File: config.mk
export PLATFORM = sky130hd
export DESIGN_NAME = timing_gen
export DESIGN_NICKNAME = d
export VERILOG_FILES = /design/src/rtl/timing_gen.sv
export SDC_FILE = /design/constraint.sdc
export NUM_CORES = 1
export LEC_CHECK = 0
export BUFFER_PORTS_ARGS = -buffer_cell sky130_fd_sc_hd__buf_2
export CORE_AREA = 2 2 39 41
export CTS_CLUSTER_DIAMETER = 100
export CTS_CLUSTER_SIZE = 30
export DETAILED_ROUTE_END_ITERATION = 7
export DIE_AREA = 0 0 41 43
export HOLD_SLACK_MARGIN = 0.15
export SLEW_MARGIN = 40
export SYNTH_ARGS = -nofsm -noshare
export SYNTH_HDL_FRONTEND = slang
export SYNTH_SLANG_ARGS = --single-unit
File: constraint.sdc
create_clock -name CLK -period 1.45 [get_ports CLK]
set_input_delay 0.29 -clock CLK [delete_from_list [all_inputs] [get_ports CLK]]
set_output_delay 0.29 -clock CLK [all_outputs]
set_load 0.03 [all_outputs]
File: src/rtl/timing_gen.sv
// Beat/phase timing generator feeding the hardwired controller.
// Emits the one-hot beat vector W, the T3 end-of-beat strobe, and honours
// the controller's SHORT/LONG/STOP feedback plus the QD start button and
// DP single-step switch.
module timing_gen #(
    parameter  int TPH  = 4,
    parameter  int SYNC = 2,
    localparam int PW   = (TPH > 1) ? $clog2(TPH) : 1
) (
    input  logic          CLK,
    input  logic          CLR,
    input  logic          QD,
    input  logic          DP,
    input  logic          SHORT,
    input  logic          LONG,
    input  logic          STOP,
    output logic [2:0]    W,
    output logic          T3,
    output logic          RUN,
    output logic          BEAT_END,
    output logic [PW-1:0] PH
);

    localparam logic [PW-1:0] LAST_PH = PW'(TPH - 1);

    typedef enum logic [1:0] {
        S_IDLE = 2'd0,
        S_RUN  = 2'd1,
        S_HALT = 2'd2
    } state_t;

    state_t        state;
    state_t        state_next;
    logic [PW-1:0] ph;
    logic [PW-1:0] ph_next;
    logic [2:0]    w;
    logic [2:0]    w_next;
    logic [2:0]    w_after;
    logic [SYNC-1:0] sync;
    logic          qd_prev;
    logic          qd_edge;
    logic          beat_end;

    // Synchronise the asynchronous QD button and keep one delayed copy for edge detection.
    always_ff @(posedge CLK) begin
        if (CLR) begin
            sync    <= '0;
            qd_prev <= 1'b0;
        end else begin
            sync    <= {sync[SYNC-2:0], QD};
            qd_prev <= sync[SYNC-1];
        end
    end

    // One-cycle pulse on a synchronised rising edge of QD; level holds give one pulse.
    always_comb begin
        qd_edge = sync[SYNC-1] & ~qd_prev;
    end

    // Beat end: last phase of a running beat.
    always_comb begin
        beat_end = (state == S_RUN) && (ph == LAST_PH);
    end

    // Beat to select after the current one; illegal encodings fall back to W1.
    always_comb begin
        w_after = 3'b001;
        unique case (w)
            3'b001:  w_after = SHORT ? 3'b001 : 3'b010;
            3'b010:  w_after = LONG  ? 3'b100 : 3'b001;
            default: w_after = 3'b001;
        endcase
    end

    // Next-state logic: start/resume on a QD edge, advance phases and beats while running.
    always_comb begin
        state_next = state;
        ph_next    = ph;
        w_next     = w;
        unique case (state)
            S_IDLE, S_HALT: begin
                if (qd_edge) begin
                    state_next = S_RUN;
                    ph_next    = '0;
                end
            end
            S_RUN: begin
                if (beat_end) begin
                    ph_next = '0;
                    w_next  = w_after;
                    if (STOP || DP) begin
                        state_next = S_HALT;
                    end
                end else begin
                    ph_next = ph + PW'(1);
                end
            end
            default: begin
                state_next = S_IDLE;
                ph_next    = '0;
                w_next     = 3'b001;
            end
        endcase
    end

    // State, phase and beat registers; CLR overrides everything and aborts any beat.
    always_ff @(posedge CLK) begin
        if (CLR) begin
            state <= S_IDLE;
            ph    <= '0;
            w     <= 3'b001;
        end else begin
            state <= state_next;
            ph    <= ph_next;
            w     <= w_next;
        end
    end

    // Output mapping.
    always_comb begin
        W        = w;
        PH       = ph;
        RUN      = (state == S_RUN);
        T3       = beat_end;
        BEAT_END = beat_end;
    end

endmodule

==> flow_metrics.tcl, run 1 <==
set metrics [dict create \
    synth_top_flop_cell "dfxtp_1" \
    io_pins 15 \
    synth_edf_count 0 \
    die_y_um 43 \
    critPathMaxFanout 5 \
    pwr-share-comb 0.074 \
    async_reset_ff_frac 0 \
    track_usage 0.126 \
    dp_hpwl_um 602 \
    synth.most_common_cell "dfxtp_1" \
    grt_pass1_vias 334 \
    synth_area_leaders "dfxtp_1, nor2_1, nor2b_1" \
    final.setup_skew_ps 2.70 \
    syn-num-nets 50 \
    p_seq_frac 0.496 \
    ys_types 23 \
    min_from "QD" \
    yosysSeqAreaShare 0.471 \
    startpoint_type "register" \
    clock-sinks 10 \
    clkPwrFrac 0.430 \
    coreArea_um2 1380 \
    setup_slack_ps 35.7 \
    fmax_mhz 707 \
    status "completed" \
    start_util 0.307 \
    power.switching_uw 125 \
    cp_cell_sequence "and2b_4 -> and2_4 -> buf_6" \
    fin_crit_ps 1410 \
    rows 14 \
    irDropWorstVdd_mv 0.629 \
    path_clk_slew_ps 70 \
    critPathKind "register to output port" \
    clock_path_buffers 2 \
    hold_viol 0 \
    htreeDepth 1 \
    swShare 0.216 \
    maxCapViolations 0 \
    cts_tree "built" \
    vias 360 \
    p_int_uw 453 \
    synth_area_um2 425 \
    ant_nets 0 \
    grt_pass1_wl_um 1420 \
    synth_warnings 0 \
    finalCritPeriodShare 0.975 \
    hold_ws_ps 232 \
    design_area_um2 581 \
    p_leak_nw 0.247 \
    root_buffer "clkbuf_4" \
    port_buffers 14 \
    clk_latency_ps 260 \
    yosysTopAreaCell "dfxtp_1" \
    endpoint_kind "output port" \
    path_buf_inv 1 \
    cpPeakStageDelay_ps 320 \
    synth_top_cells_by_count "dfxtp_1, nor2_1, nor2b_1" \
    syn_inst 42 \
    synth_area_per_cell_um2 10.1 \
    startpoint "state[1]$_SDFFE_PP0P_" \
    die_area_um2 1760 \
    drc 0 \
    reg2reg_slack_ps 240 \
    dp_slack_ps 213 \
    slew_headroom 0.742 \
    drtIter0Drc 2 \
    cp.required_ps 1160 \
    n_fill_cell 141 \
    numCtsBuffers 3 \
    synth_top_area_share 0.471 \
    gp_congestion 0.684 \
    die_w_um 41 \
    viasPerCell 4.80 \
    p_per_area_nw_per_um2 996 \
    critPathTopFamily "simple AND/OR/NAND/NOR gates" \
    antenna_found_initial 0 \
    avgRoutedWirePerCell_um 10.9 \
    synth_seq_cells 10 \
    grt_max_degree 11 \
    drv_slew 0 \
    postPlaceCellArea_um2 508 \
    setup_viol_count_final 0 \
    overflow 0 \
    fin_nets 68 \
    worst_pin_slew_ps 383 \
    drive_above_1_share 0.475 \
    n_antenna_cell 0 \
    dr.pass1.iters 3 \
    hp-class "primary input to register" \
    r2r-start "PH[0]$_SDFFE_PP0P_" \
    syn_to_final_growth_pct 36.5 \
    cp_slowest_cell "dfxtp_2" \
    hold_buffers 0 \
    worstPathArrival_ps 1120 \
    routed_wl_um 820 \
]
## power groups by stage
| stage | registers (mW) | clock network (mW) | logic, mW |
|---|---|---|---|
| after floorplan | 0.295 | 0 | 0.0232 |
| after global placement | 0.292 | 0 | 0.0407 |
| after detailed placement | 0.292 | 0 | 0.0418 |
| after CTS | 0.286 | 0.251 | 0.0421 |
| after global routing | 0.288 | 0.267 | 0.0470 |
| final | 0.287 | 0.249 | 0.0425 |
## per-stage QoR
step                utilization  TNS, ps  power [mW]  instances
detailed placement        0.367        0       0.334         70
finish                    0.420        0       0.578         75
floorplan                     -        0       0.319         42
global placement          0.367        0       0.333         70
global route              0.420   -0.725       0.602         75
CTS                       0.400    -25.6       0.579         74
## registers in the layout, indices dropped and copies added (netlist names)
signal and count:
qd_prev 1, state 2, sync 2, PH 2, W 3
## routing by layer
layer	vias to the layer above	global-route usage	wire length (um)	share of wire
li1	182	-	-	-
met1	162	0.158	374	0.46
met2	12	0.166	370	0.45
met3	4	0.0471	54	0.066
met4	0	0.100	22	0.027
met5	-	0	0	0
## cells by family after synthesis
family                   share of synthesized area
buffers and inverters                       0.0353
AND/OR/NAND/NOR                              0.271
AO/OA/AOI/OAI                                0.194
adder cells (fa/ha/maj)                     0.0294
flip-flops                                   0.471
## final timing paths
kind                              to  cells after the start
hold / removal    sync[0]$_SDFF_PP0_                      2
hold reg to reg   sync[1]$_SDFF_PP0_                      1
setup / recovery            BEAT_END                      3
setup reg to reg   W[0]$_SDFFE_PP1P_                      4
## cell type report
class / count / area [um^2] / area share
Multi-Input combinational cell: 29 / 225 / 0.388
Inverter: 1 / 3.75 / 0.00647
Clock buffer: 4 / 36.3 / 0.0625
Tap cell: 16 / 20.0 / 0.0345
Sequential cell: 10 / 205 / 0.353
Timing Repair Buffer: 15 / 90.1 / 0.155
## layout by cell type, fill, tap and decap left out
master / count
nand2_1: 1
o21ai_0: 1
and3b_1: 1
a32oi_1: 2
clkbuf_4: 3
a21o_1: 1
and2_4: 1
buf_6: 2
ha_4: 1
and4bb_1: 1
a211oi_2: 1
a22oi_1: 2
inv_1: 1
o21a_1: 2
and2b_4: 1
buf_2: 12
clkbuf_8: 1
buf_4: 1
nor2_1: 5
o21ai_1: 1
nand3_1: 1
nor2b_1: 3
nand2b_1: 2
dfxtp_1: 6
a21oi_1: 1
dfxtp_2: 4
nor3b_4: 1
## repair_timing
action / 4_1_cts / 5_1_grt
hold endpoints to repair: 0 / 0
setup endpoints to repair: 2 / 2
buffers inserted: 0 / 1
cloned: 0 / 0
resized for setup: 4 / 5
No activity file was read; power rests on OpenSTA's default activity.
==> run 2: changes to the inputs <==
==> constraint.sdc (replaced) <==
create_clock -name CLK -period 1.2 [get_ports CLK]
set_input_delay 0.24 -clock CLK [delete_from_list [all_inputs] [get_ports CLK]]
set_output_delay 0.24 -clock CLK [all_outputs]
set_load 0.03 [all_outputs]
==> flow_metrics.tcl, run 2 (same netlist as run 1, synthesis figures left out) <==
set metrics [dict create \
    status "complete, but fails checks" \
    violations "setup timing" \
    syn_to_final_growth_pct 45.3 \
    p_leak_nw 0.265 \
    dp_hpwl_um 538 \
    cp_cell_sequence "and2b_4 -> and2_4 -> buf_6" \
    fin_crit_ps 1340 \
    worst_pin_slew_ps 248 \
    antenna_found_initial 0 \
    rsz0062_at_grt "yes" \
    track_usage 0.117 \
    drive_above_1_share 0.516 \
    dp_slack_ps 3.00 \
    vias 370 \
    cts_tree "built" \
    avgRoutedWirePerCell_um 10.7 \
    min_to "sync[0]$_SDFF_PP0_" \
    path_clk_slew_ps 70 \
    routed_wl_um 832 \
    htreeDepth 1 \
    overflow 0 \
    drv_slew 0 \
    mostFrequentLayoutCells "buf_2, dfxtp_1, nor2_1" \
    cpPeakStageDelay_ps 320 \
    critPathKind "register to output port" \
    p_per_area_nw_per_um2 1140 \
    r2r-start "state[1]$_SDFFE_PP0P_" \
    dpl.cell_count 70 \
    n_antenna_cell 0 \
    coreArea_um2 1380 \
    reg2reg_depth 4 \
    maxCapViolations 0 \
    min_from "QD" \
    clock_path_buffers 2 \
    grt_pass1_wl_um 1340 \
    cp_slowest_cell "dfxtp_2" \
    die_area_um2 1760 \
    root_buffer "clkbuf_4" \
    fin_cells 78 \
    slew_headroom 0.833 \
    cp.required_ps 960 \
    final_common_cell "buf_2" \
    critPathMaxFanout 3 \
    clk_latency_ps 270 \
    grt_max_degree 11 \
    rows 14 \
    fmax_mhz 746 \
    worstPathArrival_ps 1100 \
    final.setup_skew_ps 8.54 \
    reg2reg_slack_ps 60 \
    hold_viol 0 \
    die_y_um 43 \
    hp-class "primary input to register" \
    start_util 0.307 \
    gp_congestion 0.668 \
    largest_reg_flops 3 \
    port_buffers 14 \
    grt_pass1_vias 327 \
    postLayoutCoreUtil 0.447 \
    drc 0 \
    dr.pass1.iters 4 \
    viasPerCell 4.74 \
    fin_nets 71 \
    die_w_um 41 \
    setup_viol_count_final 3 \
    endpoint_kind "output port" \
    startpoint_type "register" \
    clock-sinks 10 \
    setup_slack_ps -141 \
    irDropWorstVdd_mv 0.597 \
    finalCritPeriodShare 1.12 \
    drtIter0Drc 8 \
    numCtsBuffers 3 \
    io_pins 15 \
    r2r-end "W[0]$_SDFFE_PP1P_" \
    hold_path_depth 2 \
    tns_ps -374 \
    ant_nets 0 \
]
-- run 2: power by group --
part           switching [mW]  leakage [nW]  internal, mW
clock                   0.119        0.0210         0.184
combinational          0.0301         0.159        0.0309
sequential            0.00638        0.0843         0.337
total                   0.155         0.265         0.552
-- run 2: worst max-delay path: cells and delay by family, from the launching register on --
kind / cells / cell delay, ps
DFF: 1 / 320
and+or+nand+nor: 2 / 390
buffers and inverters: 1 / 120
-- run 2: final cells by class --
class / instances / area [um^2]
Fill cell: 131 / 766
Multi-Input combinational cell: 29 / 225
Sequential cell: 10 / 211
Timing Repair Buffer: 18 / 121
Clock buffer: 4 / 36.3
Tap cell: 16 / 20.0
Inverter: 1 / 3.75
-- run 2: timing repair --
item	in CTS	in global routing
resized for setup	5	7
endpoints found under the setup margin	3	7
setup buffers	2	2
hold buffers	0	0
-- run 2: metal layers --
layer,vias up,GRT usage,wire [um]
li1,187,-,-
met1,169,0.131,366
met2,14,0.169,416
met3,0,0.0366,49
met4,0,0.100,0
met5,-,0,0
-- run 2: worst max-delay path by stage --
stage | start | endpoint | slack, ps | cells after the start
detailed placement | PH[0]$_SDFFE_PP0P_ | W[0]$_SDFFE_PP1P_ | 3 | 4
global placement | PH[0]$_SDFFE_PP0P_ | W[0]$_SDFFE_PP1P_ | 30 | 4
CTS | state[1]$_SDFFE_PP0P_ | BEAT_END | -150 | 3
finish | state[1]$_SDFFE_PP0P_ | BEAT_END | -140 | 3
global route | state[1]$_SDFFE_PP0P_ | T3 | -190 | 3
floorplan | state[1]$_SDFFE_PP0P_ | T3 | -30 | 3
-- run 2: metrics by stage --
stage | hold WS [ps] | cell area [um^2] | power (mW)
final | 183 | 618 | 0.708
after global routing | 173 | 618 | 0.745
after CTS | 177 | 592 | 0.713
after detailed placement | 428 | 518 | 0.400
after global placement | 420 | 518 | 0.400
after floorplan | 368 | 443 | 0.382
==> run 3: changes to the inputs <==
--- a/config.mk
+++ b/config.mk
@@ -6,11 +6,10 @@
 export NUM_CORES = 1
 export LEC_CHECK = 0
 export BUFFER_PORTS_ARGS = -buffer_cell sky130_fd_sc_hd__buf_2
-export CORE_AREA = 2 2 39 41
+export CORE_UTILIZATION = 30
 export CTS_CLUSTER_DIAMETER = 100
 export CTS_CLUSTER_SIZE = 30
 export DETAILED_ROUTE_END_ITERATION = 7
-export DIE_AREA = 0 0 41 43
 export HOLD_SLACK_MARGIN = 0.15
 export SLEW_MARGIN = 40
 export SYNTH_ARGS = -nofsm -noshare
==> flow_metrics.tcl, run 3 (same netlist as run 1, synthesis figures left out) <==
set metrics [dict create \
    use_met3 0.0170 \
    grt_max_degree 11 \
    mostFrequentLayoutCells "buf_2, dfxtp_1, nor2_1" \
    clk_latency_ps 260 \
    met1_usage 0.132 \
    startpoint_type "register" \
    grt_pass1_vias 297 \
    status "complete, but fails checks" \
    largest_reg_flops 3 \
    hold_viol 0 \
    irDropWorstVdd_mv 0.561 \
    ant_nets 0 \
    viasPerCell 4.66 \
    dr.pass1.iters 4 \
    io_pins 15 \
    clock_path_buffers 2 \
    drive_above_1_share 0.508 \
    root_buffer "clkbuf_4" \
    die_area_um2 1570 \
    hp-class "primary input to register" \
    setup_viol_count_final 3 \
    antenna_found_initial 0 \
    maxCapViolations 0 \
    worst_pin_slew_ps 181 \
    track_usage 0.114 \
    reg2reg_depth 5 \
    critPathKind "register to output port" \
    grtUsageMet2 0.164 \
    crit_path_end "BEAT_END" \
    rsz0062_at_grt "yes" \
    cp.required_ps 960 \
    die_y_um 39.7 \
    violations "setup timing" \
    hold_buffers 0 \
    htreeDepth 1 \
    fin_nets 70 \
    gp_congestion 0.693 \
    p_leak_nw 0.259 \
    cts_tree "built" \
    p_per_area_nw_per_um2 1150 \
    coreArea_um2 1320 \
    rows 13 \
    n_fill_cell 130 \
    routed_wl_um 806 \
    path_clk_slew_ps 60 \
    tns_ps -342 \
    drc 0 \
    r2r-end "PH[0]$_SDFFE_PP0P_" \
    grt_most_used_layer "met2" \
    final.setup_skew_ps 1.98 \
    avgRoutedWirePerCell_um 10.6 \
    postLayoutCoreUtil 0.458 \
    slew_headroom 0.879 \
    setup_slack_ps -139 \
    worstPathArrival_ps 1100 \
    drv_slew 0 \
    n_antenna_cell 0 \
    final_common_cell "buf_2" \
    port_buffers 14 \
    dpl.cell_count 69 \
    start_util 0.323 \
    vias 354 \
    fin_crit_ps 1340 \
    clock-sinks 10 \
    dp_hpwl_um 550 \
    fmax_mhz 747 \
    die_w_um 39.7 \
    critPathMaxFanout 3 \
    numCtsBuffers 3 \
    syn_to_final_growth_pct 41.8 \
    fin_cells 76 \
    reg2reg_slack_ps 110 \
    drtIter0Drc 3 \
    startpoint "state[1]$_SDFFE_PP0P_" \
    overflow 0 \
    grt_pass1_wl_um 1100 \
    r2r-start "state[0]$_SDFFE_PP0P_" \
    endpoint_kind "output port" \
    finalCritPeriodShare 1.12 \
]
==> run 3: stage by stage <==
step / worst slack [ps] / area (um^2) / hold slack [ps] / total power, mW
after floorplan: -34.0 / 443 / 368 / 0.382
after global placement: 44.8 / 517 / 417 / 0.400
after detailed placement: 1.88 / 517 / 424 / 0.400
after CTS: -149 / 591 / 191 / 0.704
after global routing: -174 / 603 / 194 / 0.724
final: -139 / 603 / 197 / 0.692
==> run 3: area by class of cell <==
cell class	count	area (um^2)	area share
clock buffer	4	36.3	0.0602
sequential	10	210	0.349
inverter	1	3.75	0.00622
timing repair buffer	17	105	0.174
tap	15	18.8	0.0311
multi-input combinational	29	229	0.380
==> run 3: worst min-delay path by stage <==
stage                                   from                 end  cells past startpoint
final                                     QD  sync[0]$_SDFF_PP0_                      2
after global routing                      QD  sync[0]$_SDFF_PP0_                      2
after CTS                                 QD  sync[0]$_SDFF_PP0_                      2
after detailed placement  sync[0]$_SDFF_PP0_  sync[1]$_SDFF_PP0_                      1
after global placement    sync[0]$_SDFF_PP0_  sync[1]$_SDFF_PP0_                      1
after floorplan                           QD  sync[0]$_SDFF_PP0_                      1
==> run 3: where the power goes <==
group | internal [mW] | total, mW | leakage (nW) | switching (mW)
clock network | 0.184 | 0.292 | 0.0210 | 0.108
logic | 0.0266 | 0.0563 | 0.154 | 0.0296
registers | 0.338 | 0.345 | 0.0838 | 0.00688
total | 0.548 | 0.692 | 0.259 | 0.144
==> run 3: metal layers <==
layer  wire, um  up-vias
met4         29        0
met5          0        -
met2        409        9
li1           -      187
met1        344      154
met3         23        4
==> run 3: repair_timing <==
item / CTS / global route
cloned: 0 / 0
endpoints found under the setup margin: 4 / 5
pin swaps: 0 / 2
setup buffers: 2 / 2
resized for setup: 5 / 3
==> run 3: critical path, stage by stage, from the launching register on <==
cell	delay [ps]
dfxtp_2	320
and2b_4	250
and2_4	150
buf_6	120
